--- src/rtl/regfile_wr_arbiter_if.sv ---
`default_nettype none
// ============================================================================
//  Module      : regfile_wr_arbiter_if
//  Description : Bus bundle for the register-file write arbiter.
//                Carries the pipeline writeback ports (wb_*), the debug write
//                request/handshake (dbg_*), the arbitrated register-file
//                write ports (rf_*) and the pipe_hold / clear_done status.
//                slave  : arbiter side (consumes wb_*/dbg_* requests,
//                         drives rf_*, dbg_ready, pipe_hold, clear_done)
//                master : environment side (pipeline + debug requester +
//                         register file)
//  Revision    : 1.0  initial release
// ============================================================================
interface regfile_wr_arbiter_if;
    logic [3:0]  wb_dstE;
    logic [3:0]  wb_dstM;
    logic [63:0] wb_valE;
    logic [63:0] wb_valM;

    logic        dbg_valid;
    logic [3:0]  dbg_reg;
    logic [63:0] dbg_data;
    logic        dbg_ready;

    logic [3:0]  rf_dstE;
    logic [3:0]  rf_dstM;
    logic [63:0] rf_valE;
    logic [63:0] rf_valM;

    logic        pipe_hold;
    logic        clear_done;

    modport slave (
        input  wb_dstE, wb_dstM, wb_valE, wb_valM,
        input  dbg_valid, dbg_reg, dbg_data,
        output dbg_ready,
        output rf_dstE, rf_dstM, rf_valE, rf_valM,
        output pipe_hold, clear_done
    );

    modport master (
        output wb_dstE, wb_dstM, wb_valE, wb_valM,
        output dbg_valid, dbg_reg, dbg_data,
        input  dbg_ready,
        input  rf_dstE, rf_dstM, rf_valE, rf_valM,
        input  pipe_hold, clear_done
    );
endinterface
`default_nettype wire

--- src/rtl/regfile_wr_arbiter.sv ---
`default_nettype none
// ============================================================================
//  Module      : regfile_wr_arbiter
//  Description : Shares the two register-file write ports between the
//                pipeline writeback stage and a debug write requester.
//                The pipeline E port always passes through; the debug
//                request borrows the M port in cycles where the pipeline
//                leaves it idle and does not target the same register on E.
//                A debug request that waits STARVE_LIMIT consecutive cycles
//                raises pipe_hold so the pipeline frees the ports.
//                Optional register-file clear after reset is built when the
//                macro RF_CLEAR_ON_RESET_EN is defined.
//  Ports       : clock, reset        - single clock, sync active-high reset
//                bus (slave modport) - wb_* in, dbg_* handshake, rf_* out,
//                                      pipe_hold, clear_done
//  Parameters  : STARVE_LIMIT (1..15) - waiting cycles before pipe_hold
//  Revision    : 1.0  initial release
// ============================================================================
module regfile_wr_arbiter #(
    parameter int STARVE_LIMIT = 8
) (
    input  logic                clock,
    input  logic                reset,
    regfile_wr_arbiter_if.slave bus
);

    localparam logic [3:0]  c_NO_WRITE = 4'hF;
    localparam logic [3:0]  c_CNT_MAX  = 4'hF;
    localparam logic [3:0]  c_LIMIT    = 4'(STARVE_LIMIT);
    localparam logic [63:0] c_ZERO     = 64'd0;

    typedef enum logic [1:0] {
        ST_CLEAR = 2'd0,
        ST_IDLE  = 2'd1,
        ST_HOLD  = 2'd2
    } state_t;

`ifdef RF_CLEAR_ON_RESET_EN
    localparam state_t     c_RESET_STATE = ST_CLEAR;
    localparam logic [3:0] c_LAST_IDX    = 4'd14;
`else
    localparam state_t     c_RESET_STATE = ST_IDLE;
`endif

    state_t      r_state;
    state_t      w_state_nxt;
    logic [3:0]  r_starve;
    logic [3:0]  w_starve_nxt;
    logic [3:0]  w_starve_inc;

`ifdef RF_CLEAR_ON_RESET_EN
    logic [3:0]  r_idx;
    logic [3:0]  w_idx_nxt;
    logic        r_clear_done;
    logic        w_clear_done_nxt;
`endif

    logic        w_grant;
    logic        w_active;
    logic        w_ready;
    logic        w_xfer;
    logic [3:0]  w_rf_dstE;
    logic [3:0]  w_rf_dstM;
    logic [63:0] w_rf_valE;
    logic [63:0] w_rf_valM;
    logic        w_pipe_hold;

    // The M port is free for the debug write only when the pipeline leaves it
    // idle and the E write does not collide with the debug target.
    assign w_grant  = (bus.wb_dstM == c_NO_WRITE) && (bus.wb_dstE != bus.dbg_reg);
    assign w_active = (r_state == ST_IDLE) || (r_state == ST_HOLD);
    // Reset gates the handshake so a request in flight across reset is never
    // accepted in the reset cycle itself.
    assign w_ready  = w_grant && w_active && !reset;
    assign w_xfer   = bus.dbg_valid && w_ready;

    assign w_starve_inc = (r_starve == c_CNT_MAX) ? c_CNT_MAX : (r_starve + 4'd1);

    always_comb begin
        w_state_nxt  = r_state;
        w_starve_nxt = r_starve;
`ifdef RF_CLEAR_ON_RESET_EN
        w_idx_nxt        = r_idx;
        w_clear_done_nxt = r_clear_done;
`endif
        w_rf_dstE   = bus.wb_dstE;
        w_rf_valE   = bus.wb_valE;
        w_rf_dstM   = w_xfer ? bus.dbg_reg  : bus.wb_dstM;
        w_rf_valM   = w_xfer ? bus.dbg_data : bus.wb_valM;
        w_pipe_hold = 1'b0;

        case (r_state)
`ifdef RF_CLEAR_ON_RESET_EN
            ST_CLEAR: begin
                // Two registers per cycle: idx on E, idx+1 on M. Register 15
                // does not exist, so the final pair writes 14 only.
                w_rf_dstE   = r_idx;
                w_rf_dstM   = (r_idx == c_LAST_IDX) ? c_NO_WRITE : (r_idx + 4'd1);
                w_rf_valE   = c_ZERO;
                w_rf_valM   = c_ZERO;
                w_pipe_hold = 1'b1;
                w_idx_nxt   = r_idx + 4'd2;
                if (r_idx == c_LAST_IDX) begin
                    w_state_nxt      = ST_IDLE;
                    w_idx_nxt        = 4'd0;
                    w_clear_done_nxt = 1'b1;
                end
            end
`endif
            ST_IDLE: begin
                if (w_xfer || !bus.dbg_valid) begin
                    w_starve_nxt = 4'd0;
                end else begin
                    w_starve_nxt = w_starve_inc;
                    if (w_starve_inc == c_LIMIT) begin
                        w_state_nxt = ST_HOLD;
                    end
                end
            end
            ST_HOLD: begin
                w_pipe_hold = 1'b1;
                // The counter is frozen while holding; a non-compliant
                // pipeline simply keeps the request waiting.
                if (w_xfer || !bus.dbg_valid) begin
                    w_state_nxt  = ST_IDLE;
                    w_starve_nxt = 4'd0;
                end
            end
            default: begin
                w_state_nxt  = c_RESET_STATE;
                w_starve_nxt = 4'd0;
            end
        endcase

        // Outputs show their reset values for as long as reset is held.
        if (reset) begin
`ifdef RF_CLEAR_ON_RESET_EN
            w_rf_dstE   = 4'd0;
            w_rf_dstM   = 4'd1;
            w_pipe_hold = 1'b1;
`else
            w_rf_dstE   = c_NO_WRITE;
            w_rf_dstM   = c_NO_WRITE;
            w_pipe_hold = 1'b0;
`endif
            w_rf_valE   = c_ZERO;
            w_rf_valM   = c_ZERO;
        end
    end

    always_ff @(posedge clock) begin
        if (reset) begin
            r_state      <= c_RESET_STATE;
            r_starve     <= 4'd0;
`ifdef RF_CLEAR_ON_RESET_EN
            r_idx        <= 4'd0;
            r_clear_done <= 1'b0;
`endif
        end else begin
            r_state      <= w_state_nxt;
            r_starve     <= w_starve_nxt;
`ifdef RF_CLEAR_ON_RESET_EN
            r_idx        <= w_idx_nxt;
            r_clear_done <= w_clear_done_nxt;
`endif
        end
    end

    assign bus.dbg_ready = w_ready;
    assign bus.rf_dstE   = w_rf_dstE;
    assign bus.rf_dstM   = w_rf_dstM;
    assign bus.rf_valE   = w_rf_valE;
    assign bus.rf_valM   = w_rf_valM;
    assign bus.pipe_hold = w_pipe_hold;
`ifdef RF_CLEAR_ON_RESET_EN
    assign bus.clear_done = r_clear_done && !reset;
`else
    assign bus.clear_done = 1'b1;
`endif

endmodule
`default_nettype wire
--- src/flat_wrapper.sv ---
// flat-port wrapper written by rule: the top's interface ports become plain ports
module regfile_wr_arbiter_flat 
#(
    parameter int STARVE_LIMIT = 8
)
  (clock, reset, bus_wb_dstE, bus_wb_dstM, bus_wb_valE, bus_wb_valM, bus_dbg_valid, bus_dbg_reg, bus_dbg_data, bus_dbg_ready, bus_rf_dstE, bus_rf_dstM, bus_rf_valE, bus_rf_valM, bus_pipe_hold, bus_clear_done);
  regfile_wr_arbiter_if bus_i ();
  input  logic clock;
  input  logic reset;
  input wire logic [$bits(bus_i.wb_dstE)-1:0] bus_wb_dstE;
  input wire logic [$bits(bus_i.wb_dstM)-1:0] bus_wb_dstM;
  input wire logic [$bits(bus_i.wb_valE)-1:0] bus_wb_valE;
  input wire logic [$bits(bus_i.wb_valM)-1:0] bus_wb_valM;
  input wire logic [$bits(bus_i.dbg_valid)-1:0] bus_dbg_valid;
  input wire logic [$bits(bus_i.dbg_reg)-1:0] bus_dbg_reg;
  input wire logic [$bits(bus_i.dbg_data)-1:0] bus_dbg_data;
  output wire logic [$bits(bus_i.dbg_ready)-1:0] bus_dbg_ready;
  output wire logic [$bits(bus_i.rf_dstE)-1:0] bus_rf_dstE;
  output wire logic [$bits(bus_i.rf_dstM)-1:0] bus_rf_dstM;
  output wire logic [$bits(bus_i.rf_valE)-1:0] bus_rf_valE;
  output wire logic [$bits(bus_i.rf_valM)-1:0] bus_rf_valM;
  output wire logic [$bits(bus_i.pipe_hold)-1:0] bus_pipe_hold;
  output wire logic [$bits(bus_i.clear_done)-1:0] bus_clear_done;
  assign bus_i.wb_dstE = bus_wb_dstE;
  assign bus_i.wb_dstM = bus_wb_dstM;
  assign bus_i.wb_valE = bus_wb_valE;
  assign bus_i.wb_valM = bus_wb_valM;
  assign bus_i.dbg_valid = bus_dbg_valid;
  assign bus_i.dbg_reg = bus_dbg_reg;
  assign bus_i.dbg_data = bus_dbg_data;
  assign bus_dbg_ready = bus_i.dbg_ready;
  assign bus_rf_dstE = bus_i.rf_dstE;
  assign bus_rf_dstM = bus_i.rf_dstM;
  assign bus_rf_valE = bus_i.rf_valE;
  assign bus_rf_valM = bus_i.rf_valM;
  assign bus_pipe_hold = bus_i.pipe_hold;
  assign bus_clear_done = bus_i.clear_done;
  regfile_wr_arbiter #(.STARVE_LIMIT(STARVE_LIMIT)) u_core (.clock(clock), .reset(reset), .bus(bus_i));
endmodule
--- config.mk ---
export PLATFORM = sky130hd
export DESIGN_NAME = regfile_wr_arbiter_flat
export DESIGN_NICKNAME = d
export VERILOG_FILES = /design/src/rtl/regfile_wr_arbiter_if.sv /design/src/rtl/regfile_wr_arbiter.sv /design/src/flat_wrapper.sv
export SDC_FILE = /design/constraint.sdc
export NUM_CORES = 1
export LEC_CHECK = 0
export CORE_AREA = 2 2 133 135
export CTS_BUF_LIST = sky130_fd_sc_hd__clkbuf_2 sky130_fd_sc_hd__clkbuf_4 sky130_fd_sc_hd__clkbuf_8
export CTS_CLUSTER_DIAMETER = 150
export DETAILED_ROUTE_END_ITERATION = 8
export DIE_AREA = 0 0 135 137
export GPL_ROUTABILITY_DRIVEN = 1
export GPL_TIMING_DRIVEN = 1
export PLACE_DENSITY = 0.65
export SLEW_MARGIN = 20
export SYNTH_ARGS = -nofsm -noshare
export SYNTH_HDL_FRONTEND = slang
export SYNTH_SLANG_ARGS = --single-unit
--- constraint.sdc ---
create_clock -name clock -period 2.35 [get_ports clock]
set_input_delay 0.47 -clock clock [delete_from_list [all_inputs] [get_ports clock]]
set_output_delay 0.47 -clock clock [all_outputs]
set_load 0.005 [all_outputs]
=== Yosys cells after proc, flatten, opt, wreduce, memory -nomap -nowiden ===
Index checks and enable logic that the tools add are counted.

* Input bits: 207
* Flip-flop bits (word level): 6
* Output and inout port bits: 139
* Word-level logic and storage cells: 37

* Add/sub/neg operators: 1
* Reductions and logical operators: 9
* Muxes and demuxes: 16
* Equality and inequality tests: 9

{| class="wikitable"
|+ Operators by type and width
! cell !! count
|-
| 2-to-1 mux 64 bit || 3
|-
| 2-to-1 mux 4 bit || 6
|-
| == test 4 bit (second input constant) || 3
|-
| case mux 4 bit (2 select lines) || 1
|-
| 2-to-1 mux 2 bit || 3
|-
| inequality test 2 bit (second input constant) || 3
|-
| adder 4 x 1 -> 4 bit (second input constant) || 1
|-
| logical AND 1 bit || 4
|-
| inequality test 4 bit || 1
|-
| case mux 2 bit (2 select lines) || 1
|-
| AND reduction 3 bit || 1
|-
| == test 2 x 1 -> 1 bit (second input constant) || 1
|-
| == test 2 bit (second input constant) || 1
|-
| logical NOT 1 bit || 2
|-
| logical OR 1 bit || 2
|-
| 2-to-1 mux 1 bit || 2
|}

=== Longest topological paths before layout ===
Gate-level depths: netlist (run 1).

* Word-level depth: 8
* Gate-level depth with buffers: 8
* Gate-level depth less buffers: 6

=== Least setup slack after synthesis (run 1) ===
No wires, ideal clock.

* Kind: register -> output
* Start point: reg u_core.r_state[0]
* End point: out bus_rf_valM[43]
* Data required time: 1.880 ns
* Buffers on the path: 3
* Arrival: 1.902 ns
* Stages on the path, launching flop included: 9
* Path slack: -0.022 ns
* Cell sequence: dfxtp_1 inv_1 ha_1 or4_1 clkbuf_1 buf_6 buf_6 o31ai_2 a21oi_1

* Word-level cells in the longest chain between the ends: 7
* Elaborated cells on any way between the ends: 8
* Those cells by class: eq/ne: 2; mux: 2; reduce/logical: 4

{| class="wikitable"
|+ Ends and longest elaborated chain
! element !! line !! source
|-
| from (decl) || regfile_wr_arbiter.sv:45 || <nowiki>state_t r_state;</nowiki>
|-
| from (signal assigned) || regfile_wr_arbiter.sv:153 || <nowiki>r_state <= c_RESET_STATE;</nowiki>
|-
| from (signal assigned) || regfile_wr_arbiter.sv:160 || <nowiki>r_state <= w_state_nxt;</nowiki>
|-
| == test 2 x 1 -> 1 bit or == test 2 bit (tied branches) || regfile_wr_arbiter.sv:71 || <nowiki>assign w_active = (r_state == ST_IDLE) || (r_state == ST_HOLD);</nowiki>
|-
| logical OR 1 bit (*) || regfile_wr_arbiter.sv:71 ||
|-
| logical AND 1 bit (*) (2 in a row) || regfile_wr_arbiter.sv:74 || <nowiki>assign w_ready = w_grant && w_active && !reset;</nowiki>
|-
| logical AND 1 bit (*) || regfile_wr_arbiter.sv:75 || <nowiki>assign w_xfer = bus.dbg_valid && w_ready;</nowiki>
|-
| 2-to-1 mux 64 bit (*) || regfile_wr_arbiter.sv:89 || <nowiki>w_rf_valM = w_xfer ? bus.dbg_data : bus.wb_valM;</nowiki>
|-
| 2-to-1 mux 64 bit (*) || regfile_wr_arbiter.sv:136 || <nowiki>if (reset) begin</nowiki>
|-
| to (decl) || flat_wrapper.sv:21 || <nowiki>output wire logic [$bits(bus_i.rf_valM)-1:0] bus_rf_valM;</nowiki>
|}

Every way passes the cells marked *; elsewhere a longest branch is shown, timed or not.

=== Worst setup path after layout (run 1) ===
* Start point: reg u_core.r_state[0]
* End point: out bus_rf_valM[6]

The elaborated chain is that of the path after synthesis.

==> impl_metrics.env, run 1 <==
export IMPL_crit_path_top_delay_cell="or4_4"
export IMPL_place_area_mm2=0.006535
export IMPL_timing_critical_path_required_ps=1880
export IMPL_timing_setup_critical_path_class="register to output pin"
export IMPL_crit_path_max_incr_delay_ps=540
export IMPL_die_x_um=135
export IMPL_yosys_warnings=0
export IMPL_drive_above_1_share=0.3620
export IMPL_totalWireLength_mm=19.35
export IMPL_n_antenna_cell=0
export IMPL_grt_overflow=0
export IMPL_route_vias_total=4753
export IMPL_worst_setup_margin_ps=-384.2
export IMPL_final_report_setup_violation_count=68
export IMPL_synth_edff_count=0
export IMPL_path_buf_inv=5
export IMPL_clock_power_share=0.115
export IMPL_die_area_mm2=0.01850
export IMPL_grt_use_total=0.1686
export IMPL_coreArea_mm2=0.01706
export IMPL_num_io_pins=346
export IMPL_design_final_nets=1002
export IMPL_most_area_consuming_cells_after_synthesis="nand4_1 (16%), nor2b_1 (16%), o31ai_2 (14%)"
export IMPL_grt_max_degree=61
export IMPL_p_leak_uw=0.002898
export IMPL_async_reset_ff_frac=0
export IMPL_p_int_uw=889.6
export IMPL_cp_cell_sequence="inv_2 > ha_4 > or4_4 > buf_6 > clkbuf_16 > buf_6 > o31ai_4 > a21oi_1 > buf_2"
export IMPL_finalMaxSlewViolations=0
export IMPL_grt_pass1_wl_mm=24.69
export IMPL_cts_root_buffer_cell="clkbuf_8"
export IMPL_drt_initial_drc_count=154
export IMPL_routed_wire_per_std_cell_um=19.06
export IMPL_fin_tns_setup_ps=-18220
export IMPL_most_used_flip_flop_cell_after_synthesis="dfxtp_1"
export IMPL_syn_avg_cell_area_um2=6.483
export IMPL_tritoncts="done"
export IMPL_worstSkewPairLatency_ps=230
export IMPL_worst_setup_path_start_kind="register"
export IMPL_dieHeight_um=137
export IMPL_rsz0062_at_grt="true"
export IMPL_critical_path_arrival_ps=2260
export IMPL_pwr_density_cell_mw_per_mm2=178.9
export IMPL_detailedPlace_worstSlack_ps=-956.2
export IMPL_layout_cell_area_non_filler_mm2=0.007754
export IMPL_fmax_mhz=365.7
export IMPL_worst_r2r_startpoint="u_core.r_state[0]"
export IMPL_vdd_drop_max_v=0.0001116
export IMPL_timing_max_cap_violations=0
export IMPL_cts_sinks=6
export IMPL_final_hold_violation_count=0
export IMPL_port_buffer_count=344
export IMPL_htree_levels=1
export IMPL_timing_hold_worst_start="u_core.r_starve[1]"
export IMPL_initial_core_util=0.1505
export IMPL_vias_in_the_first_global_route=4423
export IMPL_power_frac_comb=0.809
export IMPL_netlist_area_leader_share=0.1584
export IMPL_startpoint="u_core.r_state[0]"
export IMPL_avgViaCountPerCell=4.683
export IMPL_yosys_top_cells_count="a21oi_1 (71), nand4_1 (65), nor2b_1 (65), clkbuf_1 (42), o31ai_1 (35)"
export IMPL_endpoint_kind="output pin"
export IMPL_timing_critical_path_mode_cell="buf_6"
export IMPL_area_growth_pct=202.0
export IMPL_outcome="complete, but fails checks"
export IMPL_postRouteAntennaNets=0
export IMPL_grt_antenna_before_repair=0
export IMPL_cts_hold_buffers_added=0
export IMPL_synth_cells=396
export IMPL_switching_power_uw=497.2
export IMPL_post_route_period_util=1.163
export IMPL_path_delay_family="buffers and inverters"
export IMPL_placement_rows=48
export IMPL_power_sequential_fraction=0.077
export IMPL_synth_largest_area_cell="nand4_1"
export IMPL_clockBufferDepth=2
export IMPL_most_common_cell_in_the_netlist="a21oi_1"
export IMPL_drt_pass1_iter_count=4
export IMPL_clock_skew_final_ps=3.248
export IMPL_post_synthesis_net_count=606
export IMPL_switching_share=0.3585
export IMPL_hold_class="register to register"
export IMPL_synth_distinct_cells=35
export IMPL_dp_final_hpwl_mm=12.40
export IMPL_violations="negative setup slack"
export IMPL_ys_seq_area_frac=0.04678
export IMPL_clkTransAtPathRegs_ps=40
export IMPL_post_synth_instance_area_mm2=0.002567
export IMPL_synth_seq_cells=6
export IMPL_place_gp_congestion=0.7681
export IMPL_post_route_drc_count=0
export IMPL_cts_made_buffers=3
export IMPL_final_min_clock_period_ps=2734
export IMPL_critical_path_max_fanout=6
metrics by stage:
| step | std cells | utilization | hold WS, ps | power [uW] |
|---|---|---|---|---|
| CTS | 971 | 0.4059 | 489.7 | 1300 |
| global placement | 953 | 0.3831 | 475.5 | 1100 |
| finish | 1015 | 0.4546 | 491.5 | 1387 |
| detailed placement | 953 | 0.3831 | 484.5 | 1101 |
| floorplan | 396 | - | 458.1 | 389.0 |
| global route | 1015 | 0.4546 | 526.1 | 1468 |
path summary, 6_finish.rpt:
check                           slack, ps  cells after the start                 end
worst max-delay path                 -380                      9      bus_rf_valM[6]
worst min-delay path                  490                      2  u_core.r_starve[1]
worst max register to register        130                     11   u_core.r_state[1]
worst min register to register        490                      2  u_core.r_starve[1]
final cells by class:
class,instances,area [um2]
tap,225,281.5
sequential,6,122.6
multi-input combinational,322,2819
fill,1681,9303
timing repair buffer,452,4463
clock buffer,3,41.29
inverter,7,26.28
cells in the final DEF, fill, tap and decap left out, types with 3 or more instances in the layout:
| cell type | n |
|---|---|
| nand3_1 | 4 |
| dlygate4sd2_1 | 12 |
| o22ai_1 | 3 |
| or2_2 | 4 |
| inv_1 | 5 |
| buf_4 | 51 |
| buf_2 | 42 |
| buf_12 | 17 |
| buf_8 | 4 |
| clkbuf_16 | 6 |
| clkbuf_8 | 3 |
| clkbuf_2 | 26 |
| nand4_1 | 65 |
| dfxtp_1 | 4 |
| a21oi_2 | 25 |
| buf_16 | 6 |
| nor2b_1 | 65 |
| a21oi_1 | 46 |
| nor2_1 | 16 |
| xnor2_2 | 4 |
| buf_6 | 25 |
| o31ai_4 | 39 |
| o31ai_2 | 22 |
| clkdlybuf4s50_1 | 261 |
| o31ai_1 | 3 |
registers in the layout (all words and copies together) (netlist names):
name and cells:
u_core.r_starve 4, u_core.r_state 2
worst register-to-register path: stages (launching register included):
cell and delay [ps]:
dfxtp_2 330, inv_2 50, ha_4 250, buf_4 140, nor4_4 160, buf_6 140, buf_6 100, buf_8 120
clkbuf_16 160, a2111oi_0 100, buf_4 160, or3_1 370
cell families (layout without fill, tap and decap cells):
group	Yosys count	count (layout)	share of synthesized area
DFF	6	6	0.04679
xor gates and xnor gates	4	4	0.01364
AOI/OAI and AO/OA	146	146	0.4128
buffers and inverters	69	462	0.1184
and+or+nand+nor	167	168	0.3923
adders and majority gates	3	3	0.01462
other	1	1	0.001461
metal layers:
metal,up-vias,global-route usage,share of wire
li1,2307,-,-
met1,2201,0.2202,0.42
met2,228,0.3026,0.50
met3,17,0.02074,0.069
met4,0,0.02546,0.010
met5,-,0,0
what timing repair did:
item,4_1_cts,5_1_grt
endpoints found under the setup margin,101,91
gates resized for setup,106,273
pin swaps,15,96
gates cloned,6,10
setup buffers,9,36
power by group through the flow:
stage | sequential (uW) | clock (uW) | combinational (uW)
after global placement | 108 | 0 | 993
after CTS | 106 | 163 | 1030
after detailed placement | 108 | 0 | 993
final | 106 | 159 | 1120
after global routing | 106 | 170 | 1190
after floorplan | 107 | 0 | 282
No activity file was read; power rests on OpenSTA's default activity.
==> run 2: changes to the inputs <==
--- a/config.mk
+++ b/config.mk
@@ -7,7 +7,6 @@
 export LEC_CHECK = 0
 export CORE_AREA = 2 2 133 135
 export CTS_BUF_LIST = sky130_fd_sc_hd__clkbuf_2 sky130_fd_sc_hd__clkbuf_4 sky130_fd_sc_hd__clkbuf_8
-export CTS_CLUSTER_DIAMETER = 150
 export DETAILED_ROUTE_END_ITERATION = 8
 export DIE_AREA = 0 0 135 137
 export GPL_ROUTABILITY_DRIVEN = 1
==> results of run 2 <==
Final layout, timing and power as in run 1 (identical DEF).
==> run 3: changes to the inputs <==
--- a/config.mk
+++ b/config.mk
@@ -11,7 +11,7 @@
 export DIE_AREA = 0 0 135 137
 export GPL_ROUTABILITY_DRIVEN = 1
 export GPL_TIMING_DRIVEN = 1
-export PLACE_DENSITY = 0.65
+export PLACE_DENSITY = 0.63
 export SLEW_MARGIN = 20
 export SYNTH_ARGS = -nofsm -noshare
 export SYNTH_HDL_FRONTEND = slang
==> constraint.sdc (replaced) <==
create_clock -name clock -period 2.55 [get_ports clock]
set_input_delay 0.51 -clock clock [delete_from_list [all_inputs] [get_ports clock]]
set_output_delay 0.51 -clock clock [all_outputs]
set_load 0.005 [all_outputs]
==> run 3 against run 2 <==
  * The flow still finishes with violations (negative setup slack)
  * Flip-flop and latch count unchanged
  * Total power decreased by 8.3%
  * Via count decreased by 3.7%
  * Final area decreased by 5.1%
  * Sequential power decreased by 7%
  * Sequential share of layout area increased by 0.069 points
  * Count of clock-buffer cells in the layout unchanged
  * Worst setup slack improved by 190 ps
  * Clock skew decreased by 1.4 ps
  * Critical path type unchanged
==> impl_metrics.env, run 3 (synthesis results as in run 1) <==
export IMPL_cts_hold_buffers_added=0
export IMPL_cts_made_buffers=3
export IMPL_outcome="complete, but fails checks"
export IMPL_instances_no_fill=969
export IMPL_grt_antenna_before_repair=0
export IMPL_num_io_pins=346
export IMPL_clock_skew_final_ps=1.866
export IMPL_largest_register_ff_count=4
export IMPL_fmax_mhz=364.2
export IMPL_vias_in_the_first_global_route=4345
export IMPL_met2_usage=0.2905
export IMPL_grt_busiest_layer="met2"
export IMPL_dp_cells=935
export IMPL_cts_root_buffer_cell="clkbuf_8"
export IMPL_clkTransAtPathRegs_ps=40
export IMPL_postRouteAntennaNets=0
export IMPL_die_area_mm2=0.01850
export IMPL_die_x_um=135
export IMPL_drt_initial_drc_count=187
export IMPL_multiInputGateArea_mm2=0.002819
export IMPL_clockBufferDepth=2
export IMPL_grt_use_total=0.1690
export IMPL_grt_overflow=0
export IMPL_largest_register="u_core.r_starve"
export IMPL_layout_cell_area_non_filler_mm2=0.007355
export IMPL_route_vias_total=4577
export IMPL_vdd_drop_max_v=0.0001130
export IMPL_hold_class="register to register"
export IMPL_n_antenna_cell=0
export IMPL_timing_hold_worst_start="u_core.r_starve[1]"
export IMPL_coreArea_mm2=0.01706
export IMPL_layout_filler_cells=1673
export IMPL_critical_path_max_fanout=7
export IMPL_mostFrequentLayoutCells="clkdlybuf4s50_1 (261), buf_2 (67), nand4_1 (65), nor2b_1 (65), a21oi_1 (61)"
export IMPL_final_hold_violation_count=0
export IMPL_area_growth_pct=186.5
export IMPL_timing_max_cap_violations=0
export IMPL_hold_path_depth=2
export IMPL_post_route_period_util=1.077
export IMPL_endpoint_kind="output pin"
export IMPL_design_power_total_uw=1272
export IMPL_placement_rows=48
export IMPL_drt_pass1_iter_count=5
export IMPL_initial_core_util=0.1505
export IMPL_drive_above_1_share=0.3105
export IMPL_regArea_um2=121.4
export IMPL_rsz0062_at_grt="true"
export IMPL_worst_setup_path_start_kind="register"
export IMPL_r2r_end="u_core.r_starve[2]"
export IMPL_totalWireLength_mm=18.21
export IMPL_worst_r2r_startpoint="u_core.r_state[0]"
export IMPL_tightestPinTransition_ps=741.7
export IMPL_finalMaxSlewViolations=0
export IMPL_place_gp_congestion=0.7749
export IMPL_detailedPlace_worstSlack_ps=-895.8
export IMPL_routed_wire_per_std_cell_um=18.79
export IMPL_port_buffer_count=344
export IMPL_min_delay_worst_endpoint="u_core.r_starve[1]"
export IMPL_global_route_usage_met3=0.03074
export IMPL_cts_sinks=6
export IMPL_worst_slew_margin_relative_to_its_limit=0.5055
export IMPL_critical_path_arrival_ps=2240
export IMPL_htree_levels=1
export IMPL_timing_critical_path_required_ps=2040
export IMPL_p_leak_uw=0.002630
export IMPL_ff2ff_path_depth=9
export IMPL_timing_hold_ws_ps=486.3
export IMPL_dp_final_hpwl_mm=11.38
export IMPL_violations="negative setup slack"
export IMPL_final_report_setup_violation_count=68
export IMPL_layout_top_registers="u_core.r_starve x4, u_core.r_state x2"
export IMPL_worstSkewPairLatency_ps=230
export IMPL_place_area_mm2=0.006410
export IMPL_dieHeight_um=137
export IMPL_final_min_clock_period_ps=2746
export IMPL_tritoncts="done"
export IMPL_worst_setup_margin_ps=-195.9
export IMPL_timing_setup_critical_path_class="register to output pin"
export IMPL_grt_pass1_wl_mm=24.80
export IMPL_design_final_nets=956
export IMPL_groute_layer_met1_usage=0.2188
export IMPL_mostFrequentLayoutCell="clkdlybuf4s50_1"
export IMPL_pwr_density_cell_mw_per_mm2=172.9
export IMPL_avgViaCountPerCell=4.723
export IMPL_grt_max_degree=145
export IMPL_post_route_drc_count=0
export IMPL_reg2reg_setup_slack_ps=460
run 3: changes by cell type in the layout (fill, tap and decap cells not counted), sizes merged:
cell,before,now
dlygate4sd2,12,8
buf,145,126
dlymetal6s2s,2,0
or4,2,1
clkbuf,35,14
clkdlybuf4s15,0,1
run 3: area by class of cell:
type                    count  area share
clock buffers               3    0.005614
inverters                   7    0.003573
multi-input cells         321      0.3833
flip-flops and latches      6     0.01650
well taps                 225     0.03828
repair buffers            407      0.5527
run 3: worst max-delay path by stage:
stage,start,to,slack [ps],cells after the start
detailed placement,bus_wb_dstM[2],bus_rf_valM[15],-900,7
floorplan,u_core.r_state[0],bus_rf_valM[43],140,8
global route,u_core.r_state[0],bus_rf_valM[14],-260,9
global placement,bus_wb_dstM[2],bus_rf_valM[5],-890,7
CTS,u_core.r_state[0],bus_rf_valM[46],-270,9
finish,u_core.r_state[0],bus_rf_valM[30],-200,9
run 3: metrics by stage:
| step | utilization | setup TNS (ps) |
|---|---|---|
| 2_1_floorplan | - | 0 |
| 3_5_place_dp | 0.3758 | -56340 |
| 5_1_grt | 0.4312 | -13220 |
| 3_3_place_gp | 0.3758 | -56570 |
| 4_1_cts | 0.4109 | -14100 |
| 6_report | 0.4312 | -8494 |
run 3: critical path: stages, from the launching register on:
cell and delay [ps]:
dfxtp_2 320, inv_2 50, ha_4 240, or4_4 500, buf_12 170, buf_12 130
buf_16 150, o31ai_4 190, a21oi_2 70, buf_2 160
run 3: layer usage:
layer	part of all wire	up-vias
met3	0.075	23
met5	0	-
met4	0.015	0
met2	0.50	209
met1	0.41	2134
li1	-	2211
run 3: power by group:
part           internal (uW)  leakage [uW]  switching, uW
sequential              96.0     0.0000482           2.11
combinational            620       0.00256            402
clock                    102     0.0000216           48.6
run 3: what timing repair did:
action | in CTS | in global routing
setup buffers | 21 | 2
endpoints found under the setup margin | 69 | 72
pin swaps | 41 | 26
gates cloned | 6 | 5
gates resized for setup | 354 | 56
